==> src/rtl/asg_seq_pkg.sv <==
// Shared types and constants for the ASG segment sequencer.
// The descriptor struct is sized for RSZ up to 32; narrower channels zero-extend into it.
package asg_seq_pkg;

  typedef enum logic [2:0] {
    IDLE,
    LOAD,
    TRIG,
    WAIT_ON,
    RUN
  } seq_state_e;

  localparam int unsigned DESC_W = 48;

  typedef struct packed {
    logic [DESC_W-1:0] ofs;
    logic [DESC_W-1:0] size;
    logic [DESC_W-1:0] step;
    logic [15:0]       ncyc;
  } seg_desc_t;

  localparam int unsigned WDOG_LIMIT = 16;
  localparam int unsigned WDOG_W     = 5;

endpackage

==> src/rtl/asg_seq_table.sv <==
// Segment descriptor storage: one synchronous write port, one asynchronous read port.
module asg_seq_table
  import asg_seq_pkg::*;
#(
  parameter int NSEG = 8
) (
  input  logic                    clk_i,
  input  logic                    we_i,
  input  logic [$clog2(NSEG)-1:0] waddr_i,
  input  seg_desc_t               wdata_i,
  input  logic [$clog2(NSEG)-1:0] raddr_i,
  output seg_desc_t               rdata_o
);

  seg_desc_t mem_q [NSEG];

  always_ff @(posedge clk_i) begin
    if (we_i) begin
      mem_q[waddr_i] <= wdata_i;
    end
  end

  assign rdata_o = mem_q[raddr_i];

endmodule

==> src/rtl/asg_seg_seq.sv <==
// Plays a table of ASG segment descriptors in order, handshaking with the channel FSM.
// Defining ASG_SEQ_WATCHDOG_EN adds a WAIT_ON timeout that sets a sticky err_o.
module asg_seg_seq
  import asg_seq_pkg::*;
#(
  parameter int RSZ  = 14,
  parameter int NSEG = 8
) (
  input  logic                    dac_clk_i,
  input  logic                    dac_rst_i,
  input  logic                    seg_we_i,
  input  logic [$clog2(NSEG)-1:0] seg_addr_i,
  input  logic [RSZ+15:0]         seg_ofs_i,
  input  logic [RSZ+15:0]         seg_size_i,
  input  logic [RSZ+15:0]         seg_step_i,
  input  logic [15:0]             seg_ncyc_i,
  input  logic                    start_i,
  input  logic                    stop_i,
  input  logic                    loop_i,
  input  logic [$clog2(NSEG):0]   nseg_i,
  input  logic                    ch_busy_i,
  output logic [RSZ+15:0]         set_ofs_o,
  output logic [RSZ+15:0]         set_size_o,
  output logic [RSZ+15:0]         set_step_o,
  output logic [15:0]             set_ncyc_o,
  output logic                    set_rst_o,
  output logic                    trig_sw_o,
  output logic                    busy_o,
  output logic                    done_o,
  output logic                    err_o,
  output logic [$clog2(NSEG)-1:0] cur_seg_o
);

  localparam int IW = $clog2(NSEG);
  localparam int DW = RSZ + 16;

  seq_state_e    state_q;
  logic [IW-1:0] idx_q;
  logic [IW-1:0] cur_seg_q;
  logic [DW-1:0] ofs_q;
  logic [DW-1:0] size_q;
  logic [DW-1:0] step_q;
  logic [15:0]   ncyc_q;
  logic          set_rst_q;
  logic          trig_q;
  logic          busy_q;
  logic          done_q;
  logic          err_q;
`ifdef ASG_SEQ_WATCHDOG_EN
  logic [WDOG_W-1:0] wdog_q;
`endif

  seg_desc_t   wr_desc_d;
  seg_desc_t   rd_desc_d;
  logic [IW:0] idx_inc_d;
  logic        start_ok_d;
  logic        more_d;
  logic        unused_desc_bits;

  assign wr_desc_d = '{ofs:  DESC_W'(seg_ofs_i),
                       size: DESC_W'(seg_size_i),
                       step: DESC_W'(seg_step_i),
                       ncyc: seg_ncyc_i};

  asg_seq_table #(
    .NSEG (NSEG)
  ) u_table (
    .clk_i   (dac_clk_i),
    .we_i    (seg_we_i),
    .waddr_i (seg_addr_i),
    .wdata_i (wr_desc_d),
    .raddr_i (idx_q),
    .rdata_o (rd_desc_d)
  );

  // The zero-extension headroom of the shared struct is never read back.
  assign unused_desc_bits = ^{rd_desc_d.ofs, rd_desc_d.size, rd_desc_d.step};

  assign idx_inc_d  = {1'b0, idx_q} + (IW+1)'(1);
  assign more_d     = idx_inc_d < nseg_i;
  assign start_ok_d = (nseg_i != '0) && (nseg_i <= (IW+1)'(NSEG));

  always_ff @(posedge dac_clk_i) begin
    if (dac_rst_i) begin
      state_q   <= IDLE;
      idx_q     <= '0;
      cur_seg_q <= '0;
      ofs_q     <= '0;
      size_q    <= '0;
      step_q    <= '0;
      ncyc_q    <= '0;
      set_rst_q <= 1'b1;
      trig_q    <= 1'b0;
      busy_q    <= 1'b0;
      done_q    <= 1'b0;
      err_q     <= 1'b0;
`ifdef ASG_SEQ_WATCHDOG_EN
      wdog_q    <= '0;
`endif
    end else begin
      trig_q <= 1'b0;
      done_q <= 1'b0;
      // Stop outranks everything, including a simultaneous start.
      if (stop_i) begin
        state_q   <= IDLE;
        set_rst_q <= 1'b1;
        busy_q    <= 1'b0;
      end else begin
        case (state_q)
          IDLE: begin
            set_rst_q <= 1'b1;
            busy_q    <= 1'b0;
            if (start_i && start_ok_d) begin
              idx_q   <= '0;
              busy_q  <= 1'b1;
              err_q   <= 1'b0;
              state_q <= LOAD;
            end
          end
          LOAD: begin
            ofs_q     <= rd_desc_d.ofs[DW-1:0];
            size_q    <= rd_desc_d.size[DW-1:0];
            step_q    <= rd_desc_d.step[DW-1:0];
            ncyc_q    <= rd_desc_d.ncyc;
            cur_seg_q <= idx_q;
            set_rst_q <= 1'b1;
            state_q   <= TRIG;
          end
          TRIG: begin
            set_rst_q <= 1'b0;
            trig_q    <= 1'b1;
            state_q   <= WAIT_ON;
`ifdef ASG_SEQ_WATCHDOG_EN
            wdog_q    <= '0;
`endif
          end
          WAIT_ON: begin
            if (ch_busy_i) begin
              state_q <= RUN;
            end
`ifdef ASG_SEQ_WATCHDOG_EN
            else if (wdog_q == WDOG_W'(WDOG_LIMIT - 1)) begin
              state_q   <= IDLE;
              err_q     <= 1'b1;
              busy_q    <= 1'b0;
              set_rst_q <= 1'b1;
            end else begin
              wdog_q <= wdog_q + WDOG_W'(1);
            end
`endif
          end
          RUN: begin
            // nseg_i and loop_i are deliberately sampled live at segment end.
            if (!ch_busy_i) begin
              if (more_d) begin
                idx_q     <= idx_inc_d[IW-1:0];
                set_rst_q <= 1'b1;
                state_q   <= LOAD;
              end else if (loop_i) begin
                idx_q     <= '0;
                set_rst_q <= 1'b1;
                state_q   <= LOAD;
              end else begin
                done_q    <= 1'b1;
                busy_q    <= 1'b0;
                set_rst_q <= 1'b1;
                state_q   <= IDLE;
              end
            end
          end
          default: begin
            state_q   <= IDLE;
            set_rst_q <= 1'b1;
            busy_q    <= 1'b0;
          end
        endcase
      end
    end
  end

  assign set_ofs_o  = ofs_q;
  assign set_size_o = size_q;
  assign set_step_o = step_q;
  assign set_ncyc_o = ncyc_q;
  assign set_rst_o  = set_rst_q;
  assign trig_sw_o  = trig_q;
  assign busy_o     = busy_q;
  assign done_o     = done_q;
  assign err_o      = err_q;
  assign cur_seg_o  = cur_seg_q;

endmodule

==> config.mk <==
export PLATFORM = sky130hd
export DESIGN_NAME = asg_seg_seq
export DESIGN_NICKNAME = d
export VERILOG_FILES = /design/src/rtl/asg_seq_pkg.sv /design/src/rtl/asg_seq_table.sv /design/src/rtl/asg_seg_seq.sv
export SDC_FILE = /design/constraint.sdc
export NUM_CORES = 1
export LEC_CHECK = 0
export ABC_AREA = 0
export CAP_MARGIN = 5
export CORE_UTILIZATION = 25
export CTS_CLUSTER_DIAMETER = 40
export CTS_CLUSTER_SIZE = 20
export DETAILED_ROUTE_END_ITERATION = 7
export PLACE_DENSITY = 0.46
export SETUP_SLACK_MARGIN = 0.15
export SKIP_LAST_GASP = 1
export SLEW_MARGIN = 20
export SYNTH_ARGS = -nofsm -noshare
export SYNTH_HDL_FRONTEND = slang
export SYNTH_SLANG_ARGS = --single-unit
==> constraint.sdc <==
create_clock -name dac_clk_i -period 13.3 [get_ports dac_clk_i]
set_input_delay 1.995 -clock dac_clk_i [delete_from_list [all_inputs] [get_ports dac_clk_i]]
set_output_delay 1.995 -clock dac_clk_i [all_outputs]
set_load 0.01 [all_outputs]
# Word level (Yosys, flattened, before mapping)
# Memory sizes are Yosys's and may differ from the RTL's. A register that Yosys moved wholly into a read port is not among the register bits.
# Cells that the tools add are included.
dict set report totals {
  ff_bits 13
  ram_bits 848
  mem_count 1
}
dict set report op_classes {
  addsub 1
  order_cmp 2
  eq_ne 10
  n_mux 22
  bitwise 4
  n_reduce_logical 13
}
# memory depth word_bits read_ports rd_ports_with_merged_regs wr line_no
set mem_list {}
lappend mem_list {u_table.mem_q 8 106 1 1 1 asg_seq_table.sv:15} ;# seg_desc_t mem_q [NSEG];
# operator n
set ops {}
lappend ops {{$mux W3} 7}
lappend ops {{$pmux W3 S5} 1}
lappend ops {{$mux W1} 11}
lappend ops {{$ne A2 B2 Y1 const B} 5}
lappend ops {{$eq A3 B2 Y1 const B} 2}
lappend ops {{$pmux W1 S3} 2}
lappend ops {{$pmux W3 S2} 1}
lappend ops {{$reduce_and A5 Y1} 1}
lappend ops {{$reduce_or A5 Y1} 1}
lappend ops {{$add A3 B1 Y4 const B} 1}
lappend ops {{$le A4 B4 Y1 const B} 1}
lappend ops {{$lt A4 B4 Y1} 1}
lappend ops {{$not A1 Y1} 4}
lappend ops {{$reduce_and A2 Y1} 2}
lappend ops {{$reduce_and A4 Y1} 1}
lappend ops {{$reduce_bool A4 Y1} 1}
lappend ops {{$eq A3 B1 Y1 const B} 1}
lappend ops {{$eq A3 B3 Y1 const B} 1}
lappend ops {{$logic_not A3 Y1} 1}
lappend ops {{$ne A3 B3 Y1 const B} 1}
lappend ops {{$reduce_and A3 Y1} 1}
lappend ops {{$reduce_or A3 Y1} 1}
lappend ops {{$logic_and A1 B1 Y1} 2}
lappend ops {{$reduce_bool A2 Y1} 1}
lappend ops {{$reduce_or A2 Y1} 1}

# Depth between registers and ports, before layout
dict set report logic_depth {
  depth_word 5
  mapped_depth 10
  depth_no_buf 8
}

# Hierarchy
# From an unflattened synthesis, not the netlist that was laid out.
dict set report unflattened {
  cells_unflattened 2409
  area_unflattened_um2 53443.8
}
# module n_inst cells_per_inst area_per_inst_um2 seq_area_each_um2
set by_module_without_submodules {}
lappend by_module_without_submodules {asg_seq_table 1 1863 49124.6 38436.9}
lappend by_module_without_submodules {asg_seg_seq 1 546 4319.1 2382.3}

# Least setup slack after synthesis
# OpenSTA, ideal clock, no wires.
dict set report synth_path {
  kind {in2reg}
  start {input port seg_addr_i[2]}
  end {memory u_table.mem_q[0][0] in the netlist's numbering, enable pin}
  t_arrival_ns 9.339
  setup_slack_ns 3.259
  cell_stages 2
  path_buffers 0
  path_cell_list {nand2b_1 -> nor3_1}
}
# item line_no
set synth_lines {}
lappend synth_lines {{start, declared} asg_seg_seq.sv:12} ;# input logic [$clog2(NSEG)-1:0] seg_addr_i,
lappend synth_lines {{end, declared} asg_seq_table.sv:15}
# Straight into the memory's write port.

# Worst setup path after layout
dict set report layout_path {
  start {input port seg_we_i}
  end {memory u_table.mem_q[0][76] in the netlist's numbering, enable pin}
}
dict set report layout_via {
  elab_chain_cells 2
}
# item line_no
set layout_rtl {}
lappend layout_rtl {{start, declared} asg_seg_seq.sv:11} ;# input logic seg_we_i,
lappend layout_rtl {{$mux W1} asg_seq_table.sv:18} ;# if (we_i) begin
lappend layout_rtl {{$mux W1 (not written as such)} asg_seq_table.sv:19} ;# mem_q[waddr_i] <= wdata_i;
# Every way passes these cells.

==> key figures <==
Outcome
  – Status: complete, no violations

Clock tree
  – Post-CTS setup buffer count: 0
  – Clock Path Buffers: 3
  – CTS resizes: 0
  – Clock buffer count from CTS: 150
  – Clock Tree Root: clkbuf_16
  – Worst skew pair latency: 750 ps
  – H-tree Lvls: 4
  – CTS Sinks: 967
  – Clk slew on worst S/H paths: 50 ps
  – Hold buffer count at cts: 0
  – CTS tree: done

Power
  – Switching share of total power: 0.215
  – Comb power frac: 0.026
  – Register share of total power: 0.450
  – Power Dens Cells: 167 nW/um^2
  – Switching pwr: 0.00164 W
  – Clock power frac: 0.524
  – P_int: approximately 0.0060 W
  – Max VDD drop: 0.0000904 V
  – Pleak: 13.8 nW

Cells and area
  – Final net count: 2124
  – FF+latch area: around 28000 um^2
  – Share of cells above drive strength 1: 0.249
  – # fillers: 13500
  – Area growth syn-to-layout: 27.0%
  – Area occupied by multi-input gates: 7620 um^2

Worst setup path
  – Critical path type: in2reg
  – Worst Setup End Kind: flop
  – R2R Path Start: idx_q[0]$_SDFFE_PP0P_
  – R2r setup slk: 9700 ps
  – Crit path required time: approximately 14000 ps
  – CP max FO: 46
  – Critical R2R Capture: set_step_o[14]$_SDFFE_PP0P_
  – Arr. time, crit path: 4470 ps
  – CP Launch Type: input pin
  – Worst r2r path cells: 5

Logic synthesis
  – Async S/R FF share, synth: 0
  – Number of enable flip-flop cells after synthesis: about 850
  – Yosys top cell by area: edfxtp_1
  – Mapped Cells: around 1700
  – Area contributors post-synth: edfxtp_1, mux4_2, dfxtp_1, mux2i_1, a211oi_1
  – Sequential area share after synthesis: 0.774
  – Syn_nets: about 1800
  – Yosys top cell area share: 0.708
  – Number of distinct library cells after synthesis: 49
  – Main flop type after synthesis: edfxtp_1
  – Post-Synthesis Mean Instance Area: 21.4 um^2
  – Synth Register Bits: 967
  – Most frequent cell after synthesis: edfxtp_1
  – Top cells by count, synth: edfxtp_1, mux4_2, dfxtp_1, nor2_1, mux2i_1
  – Ys Warns: 0
  – Post-Synthesis Cell Area: 36000 um^2

Floorplan
  – Die Footprint: 145000 um^2
  – Die Height: 381 um
  – Cell Rows: 138
  – Die Width: 381 um
  – Ports: 234
  – CORE AREA: approximately 140000 um^2
  – Starting Density: 0.253

Route
  – DRT Pass-1 Iters: 4
  – Vias per inst: 4.34
  – Final ANT Viol Nets: 0
  – Routed WL: 89.8 mm
  – Residual DRC: 0
  – Via Count: 17400
  – Mean routed wirelength per cell: around 22 um
  – Initial drt markers: roughly 1100

GRT
  – First-pass GRT wire length: 131 mm
  – Gr ovfl total: 0
  – Initial antenna violation count: 20
  – Largest net degree at the start of global routing: 147
  – Vias in the first global route: 19100
  – Total track usage: 0.124

STA
  – F_max: 245 MHz
  – Final Critical Period: between 4000 and 5000 ps
  – RSZ-0062 raised after global routing: no
  – Slew headroom: 0.238
  – Worst Tran Pin Value: between 1000 and 1500 ps
  – Setup TNS: 0 ps
  – Setup Skew: ~32 ps
  – Final Hold Slack: 493 ps
  – Final count of negative-setup-slack endpoints: 0
  – Tcrit/Tclk final: 0.307
  – Final Hold Viols: 0
  – Max Slew Vio Count: 0

Worst hold path
  – Hold path startpoint: busy_o$_SDFFE_PP0P_
  – WHS Endpoint: busy_o$_SDFFE_PP0P_
  – Worst min-delay path category: reg2reg
  – WHS Path Cells: 2

Placement
  – RD Place Congestion: between 0.6 and 0.7
  – IO buf count: 232
  – DPL Wire Length: ~49 mm

Job
  – Max-cap violation count: 0
==> cell families (layout without fill, tap and decap cells) <==
logic type | after synthesis | in the layout | share of synthesized area
flip-flops | 967 | 967 | 0.774
multiplexers | 321 | 321 | 0.163
AND/OR/NAND/NOR | 159 | 159 | 0.0196
AO/OA/AOI/OAI | 123 | 123 | 0.0257
buffers and inverters | 107 | 550 | 0.0160
adder cells (fa/ha/maj) | 4 | 4 | 0.00139
other | 1 | 2 | 0.000104
XOR/XNOR | 1 | 1 | 0.000243
==> through the flow <==
stage / util / cell area [um^2] / setup slack, ps / std cells / total power (W)
global route: 0.322 / 45700 / 9070 / 4017 / 0.00787
global placement: 0.285 / 40500 / 8330 / 3738 / 0.00369
finish: 0.322 / 45700 / 9210 / 4017 / 0.00762
CTS: 0.322 / 45700 / 9190 / 4016 / 0.00774
detailed placement: 0.285 / 40500 / 8350 / 3738 / 0.00369
floorplan: - / 36000 / 3260 / 1683 / 0.00357
==> layer usage <==
layer,GRT usage,vias to the layer above,share of wire
li1,-,7668,-
met1,0.160,9167,0.44
met2,0.197,360,0.47
met3,0.0394,195,0.056
met4,0.0423,34,0.024
met5,0,-,0.0026
==> area by class of cell <==
| type | count | share of cell area |
|---|---|---|
| clock inverters | 110 | 0.0284 |
| flip-flops and latches | 967 | 0.610 |
| clock buffers | 168 | 0.0859 |
| diodes | 1 | 0.0000548 |
| repair buffers | 267 | 0.0572 |
| well taps | 1890 | 0.0517 |
| inverters | 5 | 0.000411 |
| multi-input cells | 609 | 0.167 |
==> power groups by stage <==
stage               logic (W)  registers [W]  clock network, W
floorplan           0.0000742        0.00349                 0
global route         0.000218        0.00343           0.00422
global placement     0.000201        0.00348                 0
detailed placement   0.000206        0.00349                 0
finish               0.000199        0.00343           0.00399
CTS                  0.000206        0.00343           0.00410
==> worst max path at each step <==
stage                     depth (start not counted)          start                              to
final                                             5       seg_we_i  u_table.mem_q[0][76]$_DFFE_PP_
after global routing                              6         stop_i     set_ncyc_o[12]$_SDFFE_PP0P_
after CTS                                         4  seg_addr_i[2]  u_table.mem_q[3][82]$_DFFE_PP_
after detailed placement                          5  seg_addr_i[2]   u_table.mem_q[0][6]$_DFFE_PP_
after global placement                            4  seg_addr_i[2]   u_table.mem_q[3][6]$_DFFE_PP_
after floorplan                                   2  seg_addr_i[2]   u_table.mem_q[0][0]$_DFFE_PP_
==> worst max-delay path, stage by stage <==
cell	delay [ps]
clkdlybuf4s50_1	540
nand2b_1	250
nor3_2	230
buf_4	780
buf_4	620
==> flip-flops by register name (all words and copies together), names as in the netlist <==
signal and flops:
set_ofs_o 30, idx_q 3, state_q 3, set_ncyc_o 16, trig_sw_o 1, u_table.mem_q 848
set_step_o 30, set_rst_o 1, cur_seg_o 3, done_o 1, set_size_o 30, busy_o 1
==> layout by cell type, fill, tap and decap left out, types with 6 or more instances in the layout <==
cell type	instances
mux4_2	212
inv_8	13
mux2i_1	109
clkinv_2	18
nor2_4	6
inv_6	24
nand2_1	12
clkinv_8	8
nor2_1	113
dfxtp_1	116
clkinv_4	10
bufinv_16	16
clkinvlp_4	15
edfxtp_1	848
clkbuf_16	154
clkbuf_1	12
clkdlybuf4s50_1	231
buf_4	32
a211oi_1	106
Note: power is estimated with default switching activity, not from simulation.
